**src/rtl/fb_tx_pkg.sv**
```systemverilog
// Shared constants and state encoding for the transceiver-side byte arbiter.
// Control characters follow the 8b/10b K-code values used on the link.
package fb_tx_pkg;

    localparam logic [7:0] IDLE_CHAR           = 8'hBC;
    localparam logic [7:0] DATA_TRANSFER_START = 8'h5C;
    localparam logic [7:0] DATA_TRANSFER_STOP  = 8'h3C;

    typedef logic [1:0] fb_tx_state_t;

    localparam fb_tx_state_t ST_IDLE = 2'd0;
    localparam fb_tx_state_t ST_SEND = 2'd1;
    localparam fb_tx_state_t ST_GAP  = 2'd2;

endpackage

```
**src/rtl/rr_prio_select_m.sv**
```systemverilog
// Combinational winner select: source 0 has fixed top priority, sources
// 1..N-1 are searched round-robin starting at ptr (ptr is always in 1..N-1).
module rr_prio_select_m #(
    parameter int N = 4
) (
    input  logic [N-1:0]         req,
    input  logic [$clog2(N)-1:0] ptr,
    output logic [$clog2(N)-1:0] winner,
    output logic                 valid
);

    localparam int IW = $clog2(N);

    int idx;

    always_comb begin
        winner = '0;
        valid  = 1'b0;
        idx    = 0;
        if (req[0]) begin
            valid = 1'b1;
        end else begin
            for (int k = 0; k < N - 1; k++) begin
                idx = int'(ptr) + k;
                // wrap inside 1..N-1, skipping the priority source
                if (idx >= N) idx = idx - (N - 1);
                if (!valid && req[idx[IW-1:0]]) begin
                    valid  = 1'b1;
                    winner = idx[IW-1:0];
                end
            end
        end
    end

endmodule

```
**src/rtl/fb_tx_arbiter.sv**
```systemverilog
// Packet arbiter feeding one transceiver byte lane from SRC_COUNT sources.
// Optional stall watchdog enabled by defining FB_TX_ARB_WDT_EN.
//
// state   | meaning
// IDLE    | no owner; sends IDLE_CHAR, picks a winner on a tx_ena slot
// SEND    | owner's bytes pass through; IDLE_CHAR while the owner stalls
// GAP     | one IDLE_CHAR slot after a packet before the next grant
module fb_tx_arbiter #(
    parameter int         SRC_COUNT = 4,
    parameter logic [7:0] IDLE_CHAR = fb_tx_pkg::IDLE_CHAR,
    parameter int         WDT_SLOTS = 64
) (
    input  logic                         clk,
    input  logic                         rst,
    input  logic                         tx_ena,
    input  logic [SRC_COUNT-1:0]         src_req,
    input  logic [SRC_COUNT-1:0][7:0]    src_data,
    input  logic [SRC_COUNT-1:0]         src_isk,
    input  logic [SRC_COUNT-1:0]         src_last,
    output logic [SRC_COUNT-1:0]         src_ack,
    output logic [7:0]                   tx_data_out,
    output logic                         tx_isk_out,
    output logic [$clog2(SRC_COUNT)-1:0] grant_id,
    output logic                         busy,
    output logic                         abort
);

    import fb_tx_pkg::*;

    localparam int IW = $clog2(SRC_COUNT);

    fb_tx_state_t  state;
    logic [IW-1:0] rr_ptr;
    logic [IW-1:0] sel_winner;
    logic          sel_valid;
    logic          owner_req;
    logic          owner_last;
    logic          stall_abort;

    rr_prio_select_m #(.N(SRC_COUNT)) u_select (
        .req    (src_req),
        .ptr    (rr_ptr),
        .winner (sel_winner),
        .valid  (sel_valid)
    );

    assign owner_req  = src_req[grant_id];
    assign owner_last = src_last[grant_id];
    assign busy       = (state != ST_IDLE);

`ifdef FB_TX_ARB_WDT_EN
    localparam int WW = $clog2(WDT_SLOTS + 1);

    logic [WW-1:0] wdt_cnt;

    // fires on the WDT_SLOTS-th consecutive stalled slot
    assign stall_abort = (state == ST_SEND) && tx_ena && !owner_req &&
                         (wdt_cnt == WW'(WDT_SLOTS - 1));
    assign abort       = stall_abort;

    always_ff @(posedge clk) begin
        if (rst) begin
            wdt_cnt <= '0;
        end else if (state != ST_SEND) begin
            wdt_cnt <= '0;
        end else if (tx_ena) begin
            if (owner_req || stall_abort) wdt_cnt <= '0;
            else                          wdt_cnt <= wdt_cnt + WW'(1);
        end
    end
`else
    assign stall_abort = 1'b0;
    assign abort       = 1'b0;
`endif

    always_comb begin
        src_ack     = '0;
        tx_data_out = 8'h00;
        tx_isk_out  = 1'b0;
        if (tx_ena) begin
            case (state)
                ST_SEND: begin
                    if (owner_req) begin
                        tx_data_out       = src_data[grant_id];
                        tx_isk_out        = src_isk[grant_id];
                        src_ack[grant_id] = 1'b1;
                    end else if (stall_abort) begin
                        tx_data_out = DATA_TRANSFER_STOP;
                        tx_isk_out  = 1'b1;
                    end else begin
                        tx_data_out = IDLE_CHAR;
                        tx_isk_out  = 1'b1;
                    end
                end
                default: begin
                    tx_data_out = IDLE_CHAR;
                    tx_isk_out  = 1'b1;
                end
            endcase
        end
    end

    always_ff @(posedge clk) begin
        if (rst) begin
            state    <= ST_IDLE;
            grant_id <= '0;
            rr_ptr   <= IW'(1);
        end else if (tx_ena) begin
            case (state)
                ST_IDLE: begin
                    if (sel_valid) begin
                        state    <= ST_SEND;
                        grant_id <= sel_winner;
                        // source 0 wins outside the rotation, so it leaves the pointer alone
                        if (sel_winner != '0) begin
                            rr_ptr <= (sel_winner == IW'(SRC_COUNT - 1)) ? IW'(1)
                                                                          : sel_winner + IW'(1);
                        end
                    end
                end
                ST_SEND: begin
                    if ((owner_req && owner_last) || stall_abort) state <= ST_GAP;
                end
                ST_GAP:  state <= ST_IDLE;
                default: state <= ST_IDLE;
            endcase
        end
    end

endmodule

```
**config.mk**
```make
export PLATFORM = sky130hd
export DESIGN_NAME = fb_tx_arbiter
export DESIGN_NICKNAME = d
export VERILOG_FILES = /design/src/rtl/fb_tx_pkg.sv /design/src/rtl/rr_prio_select_m.sv /design/src/rtl/fb_tx_arbiter.sv
export SDC_FILE = /design/constraint.sdc
export NUM_CORES = 1
export LEC_CHECK = 0
export BUFFER_PORTS_ARGS = -buffer_cell sky130_fd_sc_hd__buf_2
export CAP_MARGIN = 30
export CELL_PAD_IN_SITES_DETAIL_PLACEMENT = 0
export CELL_PAD_IN_SITES_GLOBAL_PLACEMENT = 1
export CORE_ASPECT_RATIO = 1.25
export CORE_MARGIN = 1
export CORE_UTILIZATION = 32
export DETAILED_ROUTE_END_ITERATION = 10
export HOLD_SLACK_MARGIN = 0.12
export PLACE_DENSITY = 0.82
export SLEW_MARGIN = 10
export SYNTH_ARGS = -nofsm -noshare
export SYNTH_HDL_FRONTEND = slang
export SYNTH_HIERARCHICAL = 1
export SYNTH_SLANG_ARGS = --single-unit
```
**constraint.sdc**
```tcl
create_clock -name clk -period 5.1 [get_ports clk]
set_clock_uncertainty 0.1 [all_clocks]
set_input_delay 0.51 -clock clk [delete_from_list [all_inputs] [get_ports clk]]
set_output_delay 0.51 -clock clk [all_outputs]
set_load 0.05 [all_outputs]
```
==> out/metrics.csv <==
metric,value,unit
routed length per instance,13.7,um
kind of end point of the critical path,flop,
#FFs+latches synth,6,
CTS resizes,0,
Yosys warnings,6,
most frequent cells in the layout,"buf_2, mux4_2, nand2_1",
Initial Util,33.4,%
first-pass GRT wire length,3950,um
largest net degree at the start of global routing,18,
CP peak stage delay,0.54,ns
pwr/cell area,206,nW/um2
Area Growth Syn to Fin,33.7,%
all-layer global routing usage,15.4,%
"Buf+Inv Stages, Crit Path",2,
"Clk pin slew, worst setup/hold paths",0.05,ns
chip height,63.7,um
postcts setup bufs,0,
drt drc,0,
Die Wd,51.4,um
CTS H-tree lvls,1,
IO Port Bufs,62,
Main synth FF type,dfxtp_1,
max-cap viol count,0,
critical path class,flop to flop,
die area,3280,um2
# IOs,64,
clock buffer depth,2,
DR iter-0 viols,5,
"Max FO, Critical Path",6,
final WL,2550,um
Post-Syn Area,976,um2
worst skew pair latency,0.24,ns
Register Area,120,um2
Max VDD drop,0.113,mV
gr ovfl total,0,
antenna cells,0,
fin nets,203,
initial antenna violation count,0,
Hold Buf Count CTS,0,
"FFs w/ async S/R, synth",0,%
outcome,"complete, no violations",
cell taking the most area after synthesis,mux4_2,
final worst-path cycle share,58.9,%
CP required,5.12,ns
endpoints failing setup,0,
Finished Core Util,44.7,%
WP data arrival,3.02,ns
register area share after synthesis,12.3,%
total CTS buffers,3,
share of cells above drive strength 1,57.3,%
placed cells,183,
slew of the pin with the lowest slew margin,0.809,ns
drt via density,5.35,
root buffer cell,clkbuf_4,
vias post-DR,995,
synth top area cells,"mux4_2, dfxtp_1, mux4_1",
Worst setup SP type,flop,
"antenna viol nets, final",0,
path category of the worst min-delay check,input port to flop,
RD Place Congestion,0.744,
RSZ-0062 raised after global routing,no,
total negative setup slack,0,ns
Max Fclk,0.333,GHz
post-synth net total,142,
vias in the first global route,962,
Leakage,0.637,nW
Max Slew Vio Count,0,
Worst slew margin,46.0,%
dpl hpwl,2040,um
cell breakdown of the critical path,inv_1 -> ha_1 -> mux4_2 -> nor3b_2 -> a221oi_1 -> inv_1 -> ha_1 -> o311ai_0,
CTS tree,built,
endpoints failing hold,0,
min Tclk post-route,3.00,ns
Post-Syn Instances,91,
fin cells,186,
Critical-path top delay cell,mux4_2,
core area,2920,um2
number of synthesized flops with an enable pin,0,
# fillers,294,
clock sink count,6,
area share of the largest cell type after synthesis,23.1,%
"Power, Total",268,uW
area of the multi-input gates,785,um2
Fin Hold WS,0.403,ns
First-pass DRT Iterations,4,
family with the most delay on the worst path,compound AO/OA/AOI/OAI gates,
"commonest non-fill, non-tap cell in the layout",buf_2,
library cells used by synthesis,39,
Row Count,22,
syn avg cell area,10.7,um2
## per-stage QoR
| stage | instance area, um2 | worst slack, ns |
|---|---|---|
| floorplan | 976 | 2.38 |
| global placement | 1280 | 2.25 |
| detailed placement | 1280 | 2.10 |
| CTS | 1310 | 2.09 |
| global route | 1310 | 1.91 |
| finish | 1310 | 2.10 |
## power breakdown
part	switching (mW)	total (mW)	leakage, nW	internal [mW]
clock network	0.0173	0.0440	0.0138	0.0266
registers	0.0129	0.0647	0.0490	0.0518
logic	0.0841	0.160	0.574	0.0756
total	0.114	0.268	0.637	0.154
## cells by family (layout without fill, tap and decap cells)
kind of cell	count (synthesis)	count (layout)	share of synthesized area [%]
AO/OA/AOI/OAI	22	22	18.5
adder cells (fa/ha/maj)	4	4	5.13
buffers and inverters	12	71	7.31
flip-flops	6	6	12.3
multiplexers	19	19	38.1
other	1	1	0.384
AND/OR/NAND/NOR	27	27	18.3
## path summary, 6_finish.rpt
path / endpoint / start / cells past startpoint / slack [ns]
worst max-delay path: rr_ptr[0] / rr_ptr[0] / 8 / 2.10
worst min-delay path: grant_id[1] / rst / 2 / 0.40
worst max register to register: rr_ptr[0] / rr_ptr[0] / 8 / 2.10
worst min register to register: rr_ptr[1] / rr_ptr[1] / 2 / 0.42
## synthesized netlist by cell type (2+ instances only)
master	instances
o21a_1	6
buf_6	3
and3b_1	3
ha_1	4
mux2i_1	3
nand2_1	7
clkbuf_1	2
mux4_2	10
nor2_1	4
mux4_1	3
inv_1	6
o21ai_0	3
mux2_2	2
and2_1	2
a21oi_1	4
dfxtp_1	6
## flip-flops by register name (all words and copies together), names as in the netlist
name      cells
grant_id      2
rr_ptr        2
state         2
## layout make-up
class / instances / share of cell area [%]
inverter: 6 / 1.73
timing repair buffer: 62 / 23.8
sequential: 6 / 9.20
multi-input combinational: 73 / 60.1
clock buffer: 3 / 1.73
tap: 36 / 3.45
## per-layer routing
metal | vias up | global-route usage, % | wire [um]
met3 | 0 | 5.48 | 252
met4 | 0 | 1.01 | 0
met5 | - | 0 | 0
met1 | 466 | 15.6 | 952
met2 | 47 | 30.0 | 1340
li1 | 482 | - | -
## worst reg2reg max path, stage by stage, from the launching register on
cell and delay [ns]:
dfxtp_1 0.43, inv_1 0.07, ha_1 0.41, mux4_2 0.54, nor3b_2 0.19, a221oi_1 0.44
inv_1 0.10, ha_1 0.25, o311ai_0 0.36
Power figures use the tool's default switching activity.
